## src/rtl/maze_pkg.sv

```systemverilog
// Shared types for the depth-first maze solver: move directions and controller states.
package maze_pkg;

    typedef enum logic [1:0] {
        DIR_UP    = 2'b00,
        DIR_RIGHT = 2'b01,
        DIR_LEFT  = 2'b10,
        DIR_DOWN  = 2'b11
    } dir_t;

    typedef enum logic [2:0] {
        ST_IDLE,
        ST_CLEAR,
        ST_INIT,
        ST_PROBE,
        ST_BACKTRACK,
        ST_DONE,
        ST_FAIL
    } state_t;

    // The encoding is chosen so that undoing a move is its bitwise complement.
    function automatic dir_t opposite(input dir_t d);
        return dir_t'(~d);
    endfunction

endpackage

```

## src/rtl/dir_stack.sv

```systemverilog
// LIFO of moves taken by the solver, with an independent read port so the
// finished path can be streamed out from the bottom of the stack.
module dir_stack
    import maze_pkg::*;
#(
    parameter int AW = 8
) (
    input  logic          clk,
    input  logic          rst,
    input  logic          clr,
    input  logic          push,
    input  logic          pop,
    input  dir_t          push_dir,
    output dir_t          top_dir,
    output logic [AW:0]   sp,
    input  logic [AW-1:0] rd_addr,
    output dir_t          rd_dir
);

    localparam int DEPTH = 1 << AW;
    localparam logic [AW:0] FULL = {1'b1, {AW{1'b0}}};

    dir_t          mem [DEPTH];
    logic [AW-1:0] top_idx;

    assign top_idx = sp[AW-1:0] - AW'(1);
    assign top_dir = mem[top_idx];
    assign rd_dir  = mem[rd_addr];

    always_ff @(posedge clk) begin
        if (rst || clr) begin
            sp <= '0;
        end else if (push) begin
            sp <= sp + (AW+1)'(1);
        end else if (pop) begin
            sp <= sp - (AW+1)'(1);
        end
    end

    always_ff @(posedge clk) begin
        if (push) begin
            mem[sp[AW-1:0]] <= push_dir;
        end
    end

    // A simple path never revisits a cell, so the stack can never fill up.
    assert property (@(posedge clk) disable iff (rst) push |-> sp != FULL);

endmodule

```

## src/rtl/maze_dfs_solver.sv

```systemverilog
// Depth-first maze solver: wall bitmap loaded over a config port, search from a
// start cell to a goal cell, then the found path is streamed out with valid/ready.
module maze_dfs_solver
    import maze_pkg::*;
#(
    parameter int ROW_W = 4,
    parameter int COL_W = 4
) (
    input  logic                   clk,
    input  logic                   rst,
    input  logic                   start,
    input  logic                   cfg_wr,
    input  logic [ROW_W-1:0]       cfg_row,
    input  logic [COL_W-1:0]       cfg_col,
    input  logic                   cfg_wall,
    input  logic [ROW_W-1:0]       start_row,
    input  logic [COL_W-1:0]       start_col,
    input  logic [ROW_W-1:0]       goal_row,
    input  logic [COL_W-1:0]       goal_col,
    output logic                   busy,
    output logic                   done,
    output logic                   fail,
    output logic [ROW_W+COL_W:0]   path_len,
    output logic [31:0]            step_count,
    output logic                   out_valid,
    output logic [1:0]             out_dir,
    output logic                   out_last,
    input  logic                   out_ready
);

    localparam int AW    = ROW_W + COL_W;
    localparam int CELLS = 1 << AW;
    localparam logic [AW-1:0] LAST_IDX = '1;

    state_t           state;
    dir_t             dir;
    logic [ROW_W-1:0] cur_row, goal_r, nb_row;
    logic [COL_W-1:0] cur_col, goal_c, nb_col;
    logic [AW-1:0]    clr_idx, cur_idx, nb_idx;
    logic [AW:0]      rp, rp_adv, sp;
    logic [CELLS-1:0] wall_map, visited;
    dir_t             mv_dir, top_dir, rd_dir;
    logic             in_range, nb_open, push, pop, start_ok;

    assign cur_idx  = {cur_row, cur_col};
    assign nb_idx   = {nb_row, nb_col};
    assign start_ok = start && (state == ST_IDLE || state == ST_DONE || state == ST_FAIL);
    assign mv_dir   = (state == ST_BACKTRACK) ? opposite(top_dir) : dir;
    assign nb_open  = in_range && !wall_map[nb_idx] && !visited[nb_idx];
    assign push     = (state == ST_PROBE) && nb_open;
    assign pop      = (state == ST_BACKTRACK) && (sp != '0);
    assign rp_adv   = rp + {{AW{1'b0}}, (out_valid && out_ready)};

    // Shared neighbour calculator: probe direction normally, reverse of the popped move when backtracking.
    always_comb begin
        nb_row   = cur_row;
        nb_col   = cur_col;
        in_range = 1'b0;
        unique case (mv_dir)
            DIR_UP: begin
                in_range = (cur_row != '0);
                nb_row   = cur_row - ROW_W'(1);
            end
            DIR_RIGHT: begin
                in_range = (cur_col != '1);
                nb_col   = cur_col + COL_W'(1);
            end
            DIR_LEFT: begin
                in_range = (cur_col != '0);
                nb_col   = cur_col - COL_W'(1);
            end
            DIR_DOWN: begin
                in_range = (cur_row != '1);
                nb_row   = cur_row + ROW_W'(1);
            end
        endcase
    end

    dir_stack #(.AW(AW)) u_stack (
        .clk      (clk),
        .rst      (rst),
        .clr      (start_ok),
        .push     (push),
        .pop      (pop),
        .push_dir (dir),
        .top_dir  (top_dir),
        .sp       (sp),
        .rd_addr  (rp_adv[AW-1:0]),
        .rd_dir   (rd_dir)
    );

    // The wall map survives reset so a host can reload a solve without rewriting the maze.
    always_ff @(posedge clk) begin
        if (cfg_wr && !busy) begin
            wall_map[{cfg_row, cfg_col}] <= cfg_wall;
        end
    end

    always_ff @(posedge clk) begin
        if (rst) begin
            state      <= ST_IDLE;
            dir        <= DIR_UP;
            busy       <= 1'b0;
            done       <= 1'b0;
            fail       <= 1'b0;
            out_valid  <= 1'b0;
            out_last   <= 1'b0;
            out_dir    <= 2'b00;
            path_len   <= '0;
            step_count <= '0;
            rp         <= '0;
            clr_idx    <= '0;
        end else if (start_ok) begin
            cur_row    <= start_row;
            cur_col    <= start_col;
            goal_r     <= goal_row;
            goal_c     <= goal_col;
            step_count <= '0;
            path_len   <= '0;
            clr_idx    <= '0;
            rp         <= '0;
            busy       <= 1'b1;
            done       <= 1'b0;
            fail       <= 1'b0;
            out_valid  <= 1'b0;
            out_last   <= 1'b0;
            state      <= ST_CLEAR;
        end else begin
            case (state)
                ST_CLEAR: begin
                    visited[clr_idx] <= 1'b0;
                    clr_idx          <= clr_idx + AW'(1);
                    if (clr_idx == LAST_IDX) begin
                        state <= ST_INIT;
                    end
                end
                ST_INIT: begin
                    if (wall_map[cur_idx]) begin
                        state <= ST_FAIL;
                        busy  <= 1'b0;
                        fail  <= 1'b1;
                    end else begin
                        visited[cur_idx] <= 1'b1;
                        if (cur_row == goal_r && cur_col == goal_c) begin
                            state <= ST_DONE;
                            busy  <= 1'b0;
                            done  <= 1'b1;
                        end else begin
                            state <= ST_PROBE;
                            dir   <= DIR_UP;
                        end
                    end
                end
                ST_PROBE: begin
                    if (nb_open) begin
                        visited[nb_idx] <= 1'b1;
                        cur_row         <= nb_row;
                        cur_col         <= nb_col;
                        step_count      <= step_count + 32'd1;
                        dir             <= DIR_UP;
                        if (nb_row == goal_r && nb_col == goal_c) begin
                            state    <= ST_DONE;
                            busy     <= 1'b0;
                            done     <= 1'b1;
                            path_len <= sp + (AW+1)'(1);
                        end
                    end else if (dir == DIR_DOWN) begin
                        state <= ST_BACKTRACK;
                    end else begin
                        dir <= dir_t'(dir + 2'd1);
                    end
                end
                ST_BACKTRACK: begin
                    if (sp == '0) begin
                        state    <= ST_FAIL;
                        busy     <= 1'b0;
                        fail     <= 1'b1;
                        path_len <= '0;
                    end else begin
                        cur_row    <= nb_row;
                        cur_col    <= nb_col;
                        step_count <= step_count + 32'd1;
                        dir        <= DIR_UP;
                        state      <= ST_PROBE;
                    end
                end
                // Readout looks one element ahead so out_dir/out_last are registered yet hold under stall.
                ST_DONE: begin
                    rp        <= rp_adv;
                    out_valid <= (rp_adv < sp);
                    out_dir   <= rd_dir;
                    out_last  <= (rp_adv == sp - (AW+1)'(1));
                end
                default: ;
            endcase
        end
    end

endmodule

```

## config.mk

```make
export PLATFORM = sky130hd
export DESIGN_NAME = maze_dfs_solver
export DESIGN_NICKNAME = d
export VERILOG_FILES = /design/src/rtl/maze_pkg.sv /design/src/rtl/dir_stack.sv /design/src/rtl/maze_dfs_solver.sv
export SDC_FILE = /design/constraint.sdc
export NUM_CORES = 2
export LEC_CHECK = 0
export ABC_CLOCK_PERIOD_IN_PS = 36300
export CORE_AREA = 8 8 467 469
export DETAILED_ROUTE_END_ITERATION = 10
export DIE_AREA = 0 0 475 477
export DONT_BUFFER_PORTS = 1
export SYNTH_ARGS = -nofsm -noshare
export SYNTH_HDL_FRONTEND = slang
export SYNTH_HIERARCHICAL = 1
export SYNTH_SLANG_ARGS = --single-unit
export TNS_END_PERCENT = 5
```

## constraint.sdc

```tcl
create_clock -name clk -period 36.3 [get_ports clk]
set_clock_uncertainty 0.05 [all_clocks]
set_input_delay 10.89 -clock clk [delete_from_list [all_inputs] [get_ports clk]]
set_output_delay 10.89 -clock clk [all_outputs]
set_load 0.02 [all_outputs]
```

==> flow_metrics.env <==
export IMPL_fin_nets=4612
export IMPL_drcViolationCount=0
export IMPL_cts_tree="built"
export IMPL_grt_use_total=0.1837
export IMPL_antenna_found_initial=12
export IMPL_grt_start_max_net_pins=257
export IMPL_cts_buffers=120
export IMPL_ant_nets=0
export IMPL_clkTransAtPathRegs_ns=0.06
export IMPL_yosysUniqueCellTypes=77
export IMPL_critPathLaunchType="input pin"
export IMPL_drv_cap=0
export IMPL_syn_area_sq_mm=0.06291
export IMPL_synthFlopType="edfxtp_1"
export IMPL_dpl_hpwl_um=133700
export IMPL_cts_resized_gates=0
export IMPL_yosys_top_cells_count="edfxtp_1 (1040), nor2_1 (625), mux4_2 (610)"
export IMPL_drv_slew=0
export IMPL_die_w_um=475
export IMPL_vdd_drop_max_uv=42.28
export IMPL_seq_area_frac_synth=0.5215
export IMPL_rsz0062_at_grt="false"
export IMPL_drtPass1Iterations=6
export IMPL_syn_inst=4727
export IMPL_ios=78
export IMPL_start_util=0.2984
export IMPL_max_freq_mhz=69.44
export IMPL_synth_most_common_cell="edfxtp_1"
export IMPL_overflow=0
export IMPL_multiInputGateArea_sq_mm=0.02857
export IMPL_dp_cells=7242
export IMPL_total_power_uw=2898
export IMPL_outcome="finished, final reports clean"
export IMPL_synth_edf_count=1040
export IMPL_worst_slew_pin_slew_ns=1.363
export IMPL_finalCritPeriodShare=0.3967
export IMPL_ff2ff_path_depth=27
export IMPL_fin_hold_ws_ns=0.4560
export IMPL_wl_per_cell_um=29.14
export IMPL_ys_warn_count=6
export IMPL_cts_setup_buffers=0
export IMPL_crit_type="input pin to flip-flop"
export IMPL_portBuffers=0
export IMPL_setup_viol=0
export IMPL_rrSetupSlack_ns=21.98
export IMPL_arrival_ns=14.99
export IMPL_netlist_area_leader_share=0.4964
export IMPL_htree_levels=3
export IMPL_r2r_end="visited[107]"
export IMPL_worst_slew_margin_rel=0.08920
export IMPL_drive_gt1_frac=0.2160
export IMPL_vias=46660
export IMPL_cts_root_buf="clkbuf_16"
export IMPL_cp_end_kind="flip-flop"
export IMPL_regArea_sq_mm=0.03282
export IMPL_clkSinkCount=1119
export IMPL_place_gp_congestion=0.9170
export IMPL_final_setup_tns_ns=0
export IMPL_yosys_top_cells_area="edfxtp_1 (50%), mux4_2 (22%), nor2_1 (3.7%), a221oi_1 (3.7%), a21oi_1 (2.6%)"
export IMPL_grt_pass1_vias=44850
export IMPL_worstSkewPairLatency_ns=0.79
export IMPL_clk_path_buf_depth=3
export IMPL_routed_wl_um=217800
export IMPL_async_flop_share=0
export IMPL_avgSynthCellArea_sq_um=13.31
export IMPL_hold_path_startpoint="rp[0]"
export IMPL_n_fill_cell=20430
export IMPL_grt_pass1_wl_um=314500
export IMPL_period_needed_ns=14.40
export IMPL_avgViaCountPerCell=6.241
export IMPL_hold_path_class="flip-flop to flip-flop"
export IMPL_coreArea_sq_mm=0.2108
export IMPL_rows=169
export IMPL_dieArea_sq_mm=0.2266
export IMPL_fin_util=0.3331
export IMPL_p_leak_uw=0.02072
export IMPL_die_h_um=477
export IMPL_cts_hold_buf=0
export IMPL_r2r_start="u_stack/sp[0]"
export IMPL_powerDensity_mw_per_mm2=41.26
export IMPL_synth_top_area_cell="edfxtp_1"
export IMPL_synth_nets=4796
export IMPL_drt_first_iter_violations=7455
export IMPL_synth_seq_cells=1119
export IMPL_hold_viol=0
export IMPL_cp_max_fo=72
export IMPL_fin_cells=7476
export IMPL_syn2layout_area_growth_pct=11.63
export IMPL_hold_path_end="rp[0]"
export IMPL_hold_path_depth=2
export IMPL_required_ns=36.89
-- routing by layer --
layer  vias up  share of wire  track usage
met5         -        0.00014            0
met4         4          0.059      0.09625
li1      18760              -            -
met3       696           0.13      0.05202
met1     23650           0.37       0.2379
met2      3543           0.45       0.2797
-- logic make-up (layout without fill, tap and decap cells) --
group,after synthesis,count (layout),share of synthesized area
AOI/OAI and AO/OA,1041,1041,0.1061
xor gates and xnor gates,80,80,0.01126
adders and majority gates,39,39,0.007995
buffers and inverters,475,392,0.03148
DFF,1119,1119,0.5215
muxes,683,683,0.2303
other,0,11,0
and+or+nand+nor,1290,1290,0.09130
-- how the worst max path moves through the flow --
stage,start,end,cells past startpoint
finish,out_ready,out_dir[0],12
global route,u_stack/sp[0],visited[204],27
CTS,out_ready,out_dir[1],11
detailed placement,out_ready,out_dir[0],11
global placement,out_ready,out_dir[0],11
floorplan,rst,visited[0],2
-- layout by cell type (no fill, tap or decap), drive strengths merged, types with 7 or more instances in the layout --
| cell type | Yosys | layout |
|---|---|---|
| nor4 | 27 | 27 |
| nor2 | 625 | 625 |
| nor2b | 39 | 39 |
| mux2 | 7 | 7 |
| nor3 | 56 | 56 |
| nand2 | 243 | 243 |
| inv | 35 | 37 |
| nand2b | 19 | 19 |
| or3 | 23 | 23 |
| clkinvlp | 0 | 11 |
| bufinv | 0 | 18 |
| xnor2 | 55 | 55 |
| dfxtp | 79 | 79 |
| o31ai | 12 | 12 |
| clkbuf | 313 | 138 |
| xor2 | 25 | 25 |
| a211oi | 18 | 18 |
| edfxtp | 1040 | 1040 |
| or4 | 12 | 12 |
| a22oi | 18 | 18 |
| nand3 | 104 | 104 |
| buf | 126 | 133 |
| a31oi | 11 | 11 |
| nand4 | 47 | 47 |
| a21oi | 331 | 331 |
| a32o | 7 | 7 |
| mux4 | 610 | 610 |
| o22ai | 11 | 11 |
| clkinv | 1 | 55 |
| diode | 0 | 11 |
| and2 | 34 | 34 |
| o21ai | 289 | 289 |
| a21o | 14 | 14 |
| mux2i | 66 | 66 |
| a221oi | 264 | 264 |
| and3 | 49 | 49 |
| ha | 37 | 37 |
-- cell type report --
type / count / area share
Sequential cell: 1119 / 0.4674
Multi-Input combinational cell: 3133 / 0.4068
Tap cell: 2821 / 0.05026
Clock buffer: 138 / 0.04372
Clock inverter: 85 / 0.01479
Timing Repair Buffer: 133 / 0.01475
Inverter: 36 / 0.001924
Antenna cell: 11 / 0.0003919
-- worst max-delay path: stages --
cell	delay (ns)
and2_1	0.19
ha_4	0.19
ha_4	0.84
buf_4	0.92
mux4_2	0.41
mux4_2	0.52
a22oi_1	0.23
a21oi_1	0.21
a211oi_1	0.28
a21oi_1	0.07
nand2_1	0.10
a21oi_1	0.06
-- sequential cells by signal, indices dropped and copies added (netlist names) --
name         flops
busy             1
clr_idx          8
cur_col          4
cur_row          4
dir              2
done             1
fail             1
goal_c           4
goal_r           4
out_dir          2
out_last         1
out_valid        1
path_len         9
rp               9
state            3
step_count      32
u_stack/mem    512
u_stack/sp       9
visited        256
wall_map       256
-- metrics by stage --
| stage | setup slack [ns] | instance area [sq um] |
|---|---|---|
| after global routing | 21.43 | 70210 |
| final | 21.90 | 70230 |
| after detailed placement | 21.15 | 66090 |
| after CTS | 21.96 | 70200 |
| after global placement | 21.17 | 66090 |
| after floorplan | 6.574 | 62910 |
-- where the power goes --
group | switching (uW) | leakage (uW) | internal (uW) | total, uW
registers | 13.0 | 0.0102 | 1410 | 1420
clock network | 554 | 0.00196 | 738 | 1290
logic | 111 | 0.00852 | 69.9 | 181
(Power assumes the default switching activity.)
